File: config.mk
export PLATFORM = sky130hd
export DESIGN_NAME = hc595_row_sequencer
export DESIGN_NICKNAME = d
export VERILOG_FILES = /design/src/rtl/hc595_row_sequencer.sv
export SDC_FILE = /design/constraint.sdc
export NUM_CORES = 1
export LEC_CHECK = 0
export CAP_MARGIN = 20
export CELL_PAD_IN_SITES_DETAIL_PLACEMENT = 1
export CELL_PAD_IN_SITES_GLOBAL_PLACEMENT = 1
export CORE_AREA = 3 3 98 147
export CTS_CLUSTER_SIZE = 8
export DETAILED_ROUTE_END_ITERATION = 6
export DIE_AREA = 0 0 101 150
export GPL_ROUTABILITY_DRIVEN = 1
export PLACE_DENSITY_LB_ADDON = 0.1
export SYNTH_ARGS = -nofsm -noshare
export SYNTH_HDL_FRONTEND = slang
export SYNTH_SLANG_ARGS = --single-unit
File: constraint.sdc
create_clock -name clk_i -period 4.25 [get_ports clk_i]
set_clock_uncertainty 0.2 [all_clocks]
set_input_delay 0.425 -clock clk_i [delete_from_list [all_inputs] [get_ports clk_i]]
set_output_delay 0.425 -clock clk_i [all_outputs]
set_load 0.02 [all_outputs]
File: src/rtl/hc595_row_sequencer.sv
// Row scanner feeding a 74HC595 byte loader: buffers one frame, loads each row byte,
// latches it with STCP and lights the row for a fixed dwell before moving on.
module hc595_row_sequencer #(
  parameter int ROWS         = 8,
  parameter int LATCH_CYCLES = 2,
  parameter int DWELL        = 1000,
  parameter int TIMEOUT      = 256,
  localparam int ROW_W       = $clog2(ROWS)
) (
  input  logic             clk_i,
  input  logic             reset_ni,
  input  logic             enable_i,
  input  logic             wr_en_i,
  input  logic [ROW_W-1:0] wr_addr_i,
  input  logic [7:0]       wr_data_i,
  input  logic             err_clr_i,
  output logic [7:0]       load_data_o,
  output logic             load_start_o,
  input  logic             load_finish_i,
  output logic             STCP_o,
  output logic             OE_n_o,
  output logic [ROW_W-1:0] row_sel_o,
  output logic             frame_done_o,
  output logic             busy_o,
  output logic             err_o
);

  // One shared counter serves SHIFT timeout, LATCH width and DWELL time.
  localparam int CNT_MAX = (TIMEOUT > DWELL) ?
                           ((TIMEOUT > LATCH_CYCLES) ? TIMEOUT : LATCH_CYCLES) :
                           ((DWELL > LATCH_CYCLES) ? DWELL : LATCH_CYCLES);
  localparam int CNT_W = $clog2(CNT_MAX);

  localparam logic [CNT_W-1:0] CNT_ONE    = CNT_W'(1);
  localparam logic [CNT_W-1:0] TO_LAST    = CNT_W'(TIMEOUT - 1);
  localparam logic [CNT_W-1:0] LATCH_LAST = CNT_W'(LATCH_CYCLES - 1);
  localparam logic [CNT_W-1:0] DWELL_LAST = CNT_W'(DWELL - 1);
  localparam logic [ROW_W-1:0] ROW_ONE    = ROW_W'(1);
  localparam logic [ROW_W-1:0] ROW_LAST   = ROW_W'(ROWS - 1);
  localparam bit               DWELL_ONE  = (DWELL == 1);

  typedef enum logic [2:0] {
    IDLE,
    START,
    SHIFT,
    LATCH,
    DWELL_ST
  } state_t;

  state_t           state_q, state_d;
  logic [ROW_W-1:0] row_q, row_d;
  logic [CNT_W-1:0] cnt_q, cnt_d;
  logic [7:0]       frame_q [ROWS];
  logic [7:0]       load_data_q, load_data_d;
  logic             load_start_q, load_start_d;
  logic             stcp_q, stcp_d;
  logic             oe_n_q, oe_n_d;
  logic [ROW_W-1:0] row_sel_q, row_sel_d;
  logic             frame_done_q, frame_done_d;
  logic             busy_q;
  logic             err_q, err_d;
  logic [ROW_W-1:0] row_next;

  always_comb begin
    state_d      = state_q;
    row_d        = row_q;
    cnt_d        = cnt_q;
    load_data_d  = load_data_q;
    load_start_d = 1'b0;
    stcp_d       = stcp_q;
    oe_n_d       = oe_n_q;
    row_sel_d    = row_sel_q;
    frame_done_d = 1'b0;
    err_d        = err_q;
    row_next     = (row_q == ROW_LAST) ? '0 : row_q + ROW_ONE;

    // Clear is evaluated first so a same-cycle timeout overrides it.
    if (err_clr_i) err_d = 1'b0;

    unique case (state_q)
      IDLE: begin
        oe_n_d = 1'b1;
        if (enable_i) begin
          state_d      = START;
          load_start_d = 1'b1;
          load_data_d  = frame_q[row_q];
          cnt_d        = '0;
        end
      end
      START: begin
        state_d = SHIFT;
        cnt_d   = '0;
      end
      SHIFT: begin
        if ((cnt_q != '0) && load_finish_i) begin
          state_d   = LATCH;
          stcp_d    = 1'b1;
          oe_n_d    = 1'b1;
          row_sel_d = row_q;
          cnt_d     = '0;
        end else if (cnt_q == TO_LAST) begin
          err_d        = 1'b1;
          state_d      = START;
          load_start_d = 1'b1;
          load_data_d  = frame_q[row_q];
          cnt_d        = '0;
        end else begin
          cnt_d = cnt_q + CNT_ONE;
        end
      end
      LATCH: begin
        if (cnt_q == LATCH_LAST) begin
          state_d      = DWELL_ST;
          stcp_d       = 1'b0;
          oe_n_d       = 1'b0;
          cnt_d        = '0;
          frame_done_d = DWELL_ONE && (row_q == ROW_LAST);
        end else begin
          cnt_d = cnt_q + CNT_ONE;
        end
      end
      DWELL_ST: begin
        if (cnt_q == DWELL_LAST) begin
          row_d = row_next;
          cnt_d = '0;
          if (enable_i) begin
            state_d      = START;
            load_start_d = 1'b1;
            load_data_d  = frame_q[row_next];
          end else begin
            state_d = IDLE;
            oe_n_d  = 1'b1;
          end
        end else begin
          cnt_d = cnt_q + CNT_ONE;
          // frame_done is registered, so it is raised going into the final dwell cycle.
          frame_done_d = ((cnt_q + CNT_ONE) == DWELL_LAST) && (row_q == ROW_LAST);
        end
      end
      default: state_d = IDLE;
    endcase
  end

  always_ff @(posedge clk_i or negedge reset_ni) begin
    if (!reset_ni) begin
      state_q      <= IDLE;
      row_q        <= '0;
      cnt_q        <= '0;
      load_data_q  <= '0;
      load_start_q <= 1'b0;
      stcp_q       <= 1'b0;
      oe_n_q       <= 1'b1;
      row_sel_q    <= '0;
      frame_done_q <= 1'b0;
      busy_q       <= 1'b0;
      err_q        <= 1'b0;
    end else begin
      state_q      <= state_d;
      row_q        <= row_d;
      cnt_q        <= cnt_d;
      load_data_q  <= load_data_d;
      load_start_q <= load_start_d;
      stcp_q       <= stcp_d;
      oe_n_q       <= oe_n_d;
      row_sel_q    <= row_sel_d;
      frame_done_q <= frame_done_d;
      busy_q       <= (state_d != IDLE);
      err_q        <= err_d;
    end
  end

  always_ff @(posedge clk_i or negedge reset_ni) begin
    if (!reset_ni) begin
      for (int i = 0; i < ROWS; i++) frame_q[i] <= '0;
    end else if (wr_en_i && (int'(wr_addr_i) < ROWS)) begin
      frame_q[wr_addr_i] <= wr_data_i;
    end
  end

  assign load_data_o  = load_data_q;
  assign load_start_o = load_start_q;
  assign STCP_o       = stcp_q;
  assign OE_n_o       = oe_n_q;
  assign row_sel_o    = row_sel_q;
  assign frame_done_o = frame_done_q;
  assign busy_o       = busy_q;
  assign err_o        = err_q;

endmodule

# Word-level counts from Yosys, hierarchy flattened
# Cells that the tools add are included.
# classes
n_addsub	2
n_lt_le_gt_ge	4
n_eq_ne	17
muxes	46
bitwise	3
n_reduce_logical	16
# ops
operator	count
two-way mux 8 bit	10
bitwise mux 64 bit	1
two-way mux 10 bit	5
case mux 10 bit (5 select lines)	1
binary-select mux 8 bit (select 3 bit)	2
demux 8 bit (select 3 bit)	1
case mux 8 bit (3 select lines)	1
equality test 10 bit (second input constant)	2
two-way mux 3 bit	6
!= test 2 bit (second input constant)	8
two-way mux 1 bit	15
case mux 3 bit (5 select lines)	1
>= comparator 4 bit (second input constant)	3
NOT 3 -> 4 bit	3
adder 10 x 1 -> 10 bit (second input constant)	1
equality test 10 x 1 -> 1 bit (second input constant)	1
equality test 10 x 8 -> 1 bit (second input constant)	1
nonzero test 10 bit	1
equality test 3 x 2 -> 1 bit (second input constant)	2
equality test 3 bit (second input constant)	2
AND reduction 2 bit	3
AND reduction 6 bit	1
nonzero test 3 bit	2
AND reduction 5 bit	1
other kinds (12)	14
# word_totals
register_bits	97
in_bits	17
output_inout_bits	17

# Logic depth before layout (Yosys ltp)
# depth
depth_word	9
depth_mapped	9

# Worst setup path before layout
# OpenSTA, ideal clock, no wires.
# synth_path
kind	flip-flop to flip-flop
startpoint	register row_q[0]
endpoint	register load_data_q[5] (netlist: load_data_o[5])
arrival_ns	2.435
t_required_ns	3.908
setup_slack_ns	1.472
stages_incl_launch_ff	9
period_less_slack_ns	2.778
cell_sequence	dfrtp_1 ha_1 ha_1 nor2_1 buf_4 mux4_2 nand2b_1 a31oi_1 mux2i_1
# synth_between
elab_chain_cells	9
# synth_lines
element	line_no	source
start: declaration	51	logic [ROW_W-1:0] row_q, row_d;
start signal: assignment	159	row_q <= row_d;
adder 3 x 1 -> 3 bit or equality test 3 bit (tied branches)	75	row_next = (row_q == ROW_LAST) ? '0 : row_q + ROW_ONE;
two-way mux 3 bit	75	
NOT 3 -> 4 bit (not written as such)	129	load_data_d = frame_q[row_next];
binary-select mux 8 bit (select 3 bit)	129	
two-way mux 8 bit (not written as such) (2 in series)	129	
two-way mux 8 bit	126	if (enable_i) begin
two-way mux 8 bit	123	if (cnt_q == DWELL_LAST) begin
case mux 8 bit (3 select lines) *	80	unique case (state_q)
end signal: assignment	161	load_data_q <= load_data_d;
end: declaration	54	logic [7:0] load_data_q, load_data_d;
# Every way passes the cells marked *; elsewhere a longest branch is shown, timed or not. The select of a mux whose other input is x is not followed.
# A chain may end at the register's enable or synchronous reset.

# Worst setup path after layout
# layout_path
startpoint	register row_q[2]
endpoint	register load_data_q[4] (netlist: load_data_o[4])
# The elaborated chain is that of the path after synthesis.

==> metrics.txt <==
starting DRC count in detailed routing 129; fin nets 475; unrepaired setup endpoints after global routing no; I/O Buffers 33; CTS max path bufs 2; CP required 4.27 ns; Worst Path Arrival 3.04 ns; Pwr Total 3.08 mW; final cycle utilization of the critical path 71.2%; peak supply drop 0.217 mV; Async SR Flop Fraction 100%; clock sinks 97; worst slew pin tran 1.04 ns; chip height 150 um; crit end category flip-flop; YS warnings 0; Cell variety after synth 47; Global Route Usage Sum 18.5%; startpoint types flip-flop; largest area contributor in the netlist dfrtp_1; post-route DRC violation count 0; Worst Reg2Reg Path Length in Cells 7; die width 101 um; post-synth top area share 45.8%; Final Hold Fails 0; antenna cells 0; fin util 45.0%; status finished clean; cell area after synthesis 5240 um^2; Synth Register Bits 97; Worst slew margin 30.2%; CTS Buf Count 9; EDFF count, synth 0; placer congestion estimate 0.818; Synth area leaders dfrtp_1 46%, mux2_2 15%, mux4_2 10%; Min Hold Slack 0.00362 ns; layout cells sized above 1 28.9%; Reg clk slew, reported paths 0.07 ns; minimum clock period 3.03 ns; Syn Inst Count 424; die area 15200 um^2; core area 13400 um^2; pin count of the biggest net entering global routing 74; top_reg_cell synth dfrtp_1; synthesized area per cell 12.4 um^2; row cnt 52; leakage power 2.55 nW; post-route ant nets 0; vias per cell 5.75; Overflow after GRT 0; crit path max fanout 11; post_cts resized 0; Detail Placement HPWL 9420 um; PwrDens 511 nW/um^2; final setup fails 0; vias in the first global route 3830; H-tree lvl count 3; sequential area share after synthesis 46.3%; DR vias 3558; Post-CTS Hold Buffers 0; wirelength, routed 13400 um; wire per inst 21.6 um; Area Growth Syn to Fin 14.9%; CTS tree built; first-pass GRT wire length 21200 um; worst min path class primary input to asynchronous set/reset pin; DRT Pass-1 Iters 4; initial core utilization 39.1%; clock latency on the worst-skew pair 0.34 ns; kind of critical path flip-flop to flip-flop; Setup Buffers After CTS 0; Synthesized Nets 447; cell at the root of the clock tree clkbuf_16; FMAX 0.330 GHz; initial antenna violation count 0; Max-Cap Viols 0; max-slew violations 0; setup_tns 0 ns; I/O pin total 34
[synth_stat cells, types with 4 or more instances]
cell and n:
a31oi_1 15, nand2b_1 10, and3_1 4, dfrtp_1 96, nor2_1 17, nand2_1 27, nor2b_1 4, nor3_1 5
nand4_1 4, mux2_2 71, mux2i_1 24, a21oi_1 8, a32oi_1 8, nand3_1 6, clkbuf_1 13, nand4b_1 4
o21ai_0 9, ha_1 6, buf_2 4, inv_1 20, mux4_2 24
[power by group]
part	switching [mW]	leakage, nW	internal, mW
logic	0.446	1.21	0.468
clock network	0.355	0.149	0.489
registers	0.183	1.20	1.14
[final timing paths]
kind	start	endpoint	slack, ns
setup reg to reg	row_q[2]	load_data_o[4]	1.22
hold / removal	reset_ni	cnt_q[9]	0.004
max in group asynchronous	reset_ni	load_data_o[4]	2.89
setup / recovery	row_q[2]	load_data_o[4]	1.22
hold reg to reg	STCP_o	STCP_o	0.31
min in group clk_i	STCP_o	STCP_o	0.31
[placed cells by master (no fill, tap or decap), types with 4 or more instances in the layout]
| cell type | n |
|---|---|
| inv_1 | 20 |
| o21ai_0 | 9 |
| nor2_1 | 16 |
| nand2b_1 | 10 |
| ha_1 | 6 |
| clkdlybuf4s50_1 | 32 |
| a21oi_1 | 8 |
| mux4_2 | 24 |
| nand3_1 | 6 |
| dfrtp_1 | 96 |
| and3_1 | 4 |
| nand4b_1 | 4 |
| a31oi_1 | 15 |
| mux2i_1 | 24 |
| a32oi_1 | 8 |
| nor2b_1 | 4 |
| nor3_1 | 5 |
| mux2_2 | 71 |
| nand2_1 | 27 |
| buf_4 | 9 |
| clkbuf_16 | 9 |
| nand4_1 | 4 |
[per-layer routing]
metal  global-route usage [%]  vias up  share of wire [%]
met1                     22.0     1860                 41
met3                     2.29       14                2.0
li1                         -     1638                  -
met4                     4.86        0                1.3
met2                     34.6       46                 56
met5                        0        -                  0
[state kept, by name (all words and copies together) (netlist names), 3 cells and up]
signal,count
row_q,3
load_data_o,8
state_q,3
frame_q,64
cnt_q,10
row_sel_o,3
[critical path, cell delays in order, from the launching register on]
cell and delay, ns:
dfrtp_1 0.61, ha_1 0.36, nor2_2 0.47, buf_4 0.30
mux4_2 0.51, nand2b_1 0.15, a31oi_1 0.20, mux2i_1 0.09
[final cells by class]
| cell class | instances | area, um^2 |
|---|---|---|
| Fill cell | 1415 | 7380 |
| Multi-Input combinational cell | 283 | 2630 |
| Sequential cell | 97 | 2430 |
| Timing Repair Buffer | 41 | 388 |
| Clock buffer | 12 | 256 |
| Tap cell | 162 | 203 |
| Inverter | 20 | 75.1 |
| Clock inverter | 4 | 51.3 |
[cell families after synthesis]
| logic type | Yosys count | share of synthesized area (%) |
|---|---|---|
| mux | 119 | 30.1 |
| simple gates | 100 | 10.6 |
| flops | 97 | 46.3 |
| compound gates | 57 | 7.71 |
| buf+inv | 44 | 3.67 |
| fa+ha+maj | 6 | 1.43 |
| xor+xnor | 1 | 0.167 |
[metrics by stage]
step                      instances  instance area [um^2]  worst slack, ns
after floorplan                 424                  5240             1.47
after global placement          602                  5710             1.29
after detailed placement        602                  5710             1.20
after CTS                       618                  6020             1.19
after global routing            619                  6030             1.06
final                           619                  6030             1.22
(Power assumes the default switching activity.)
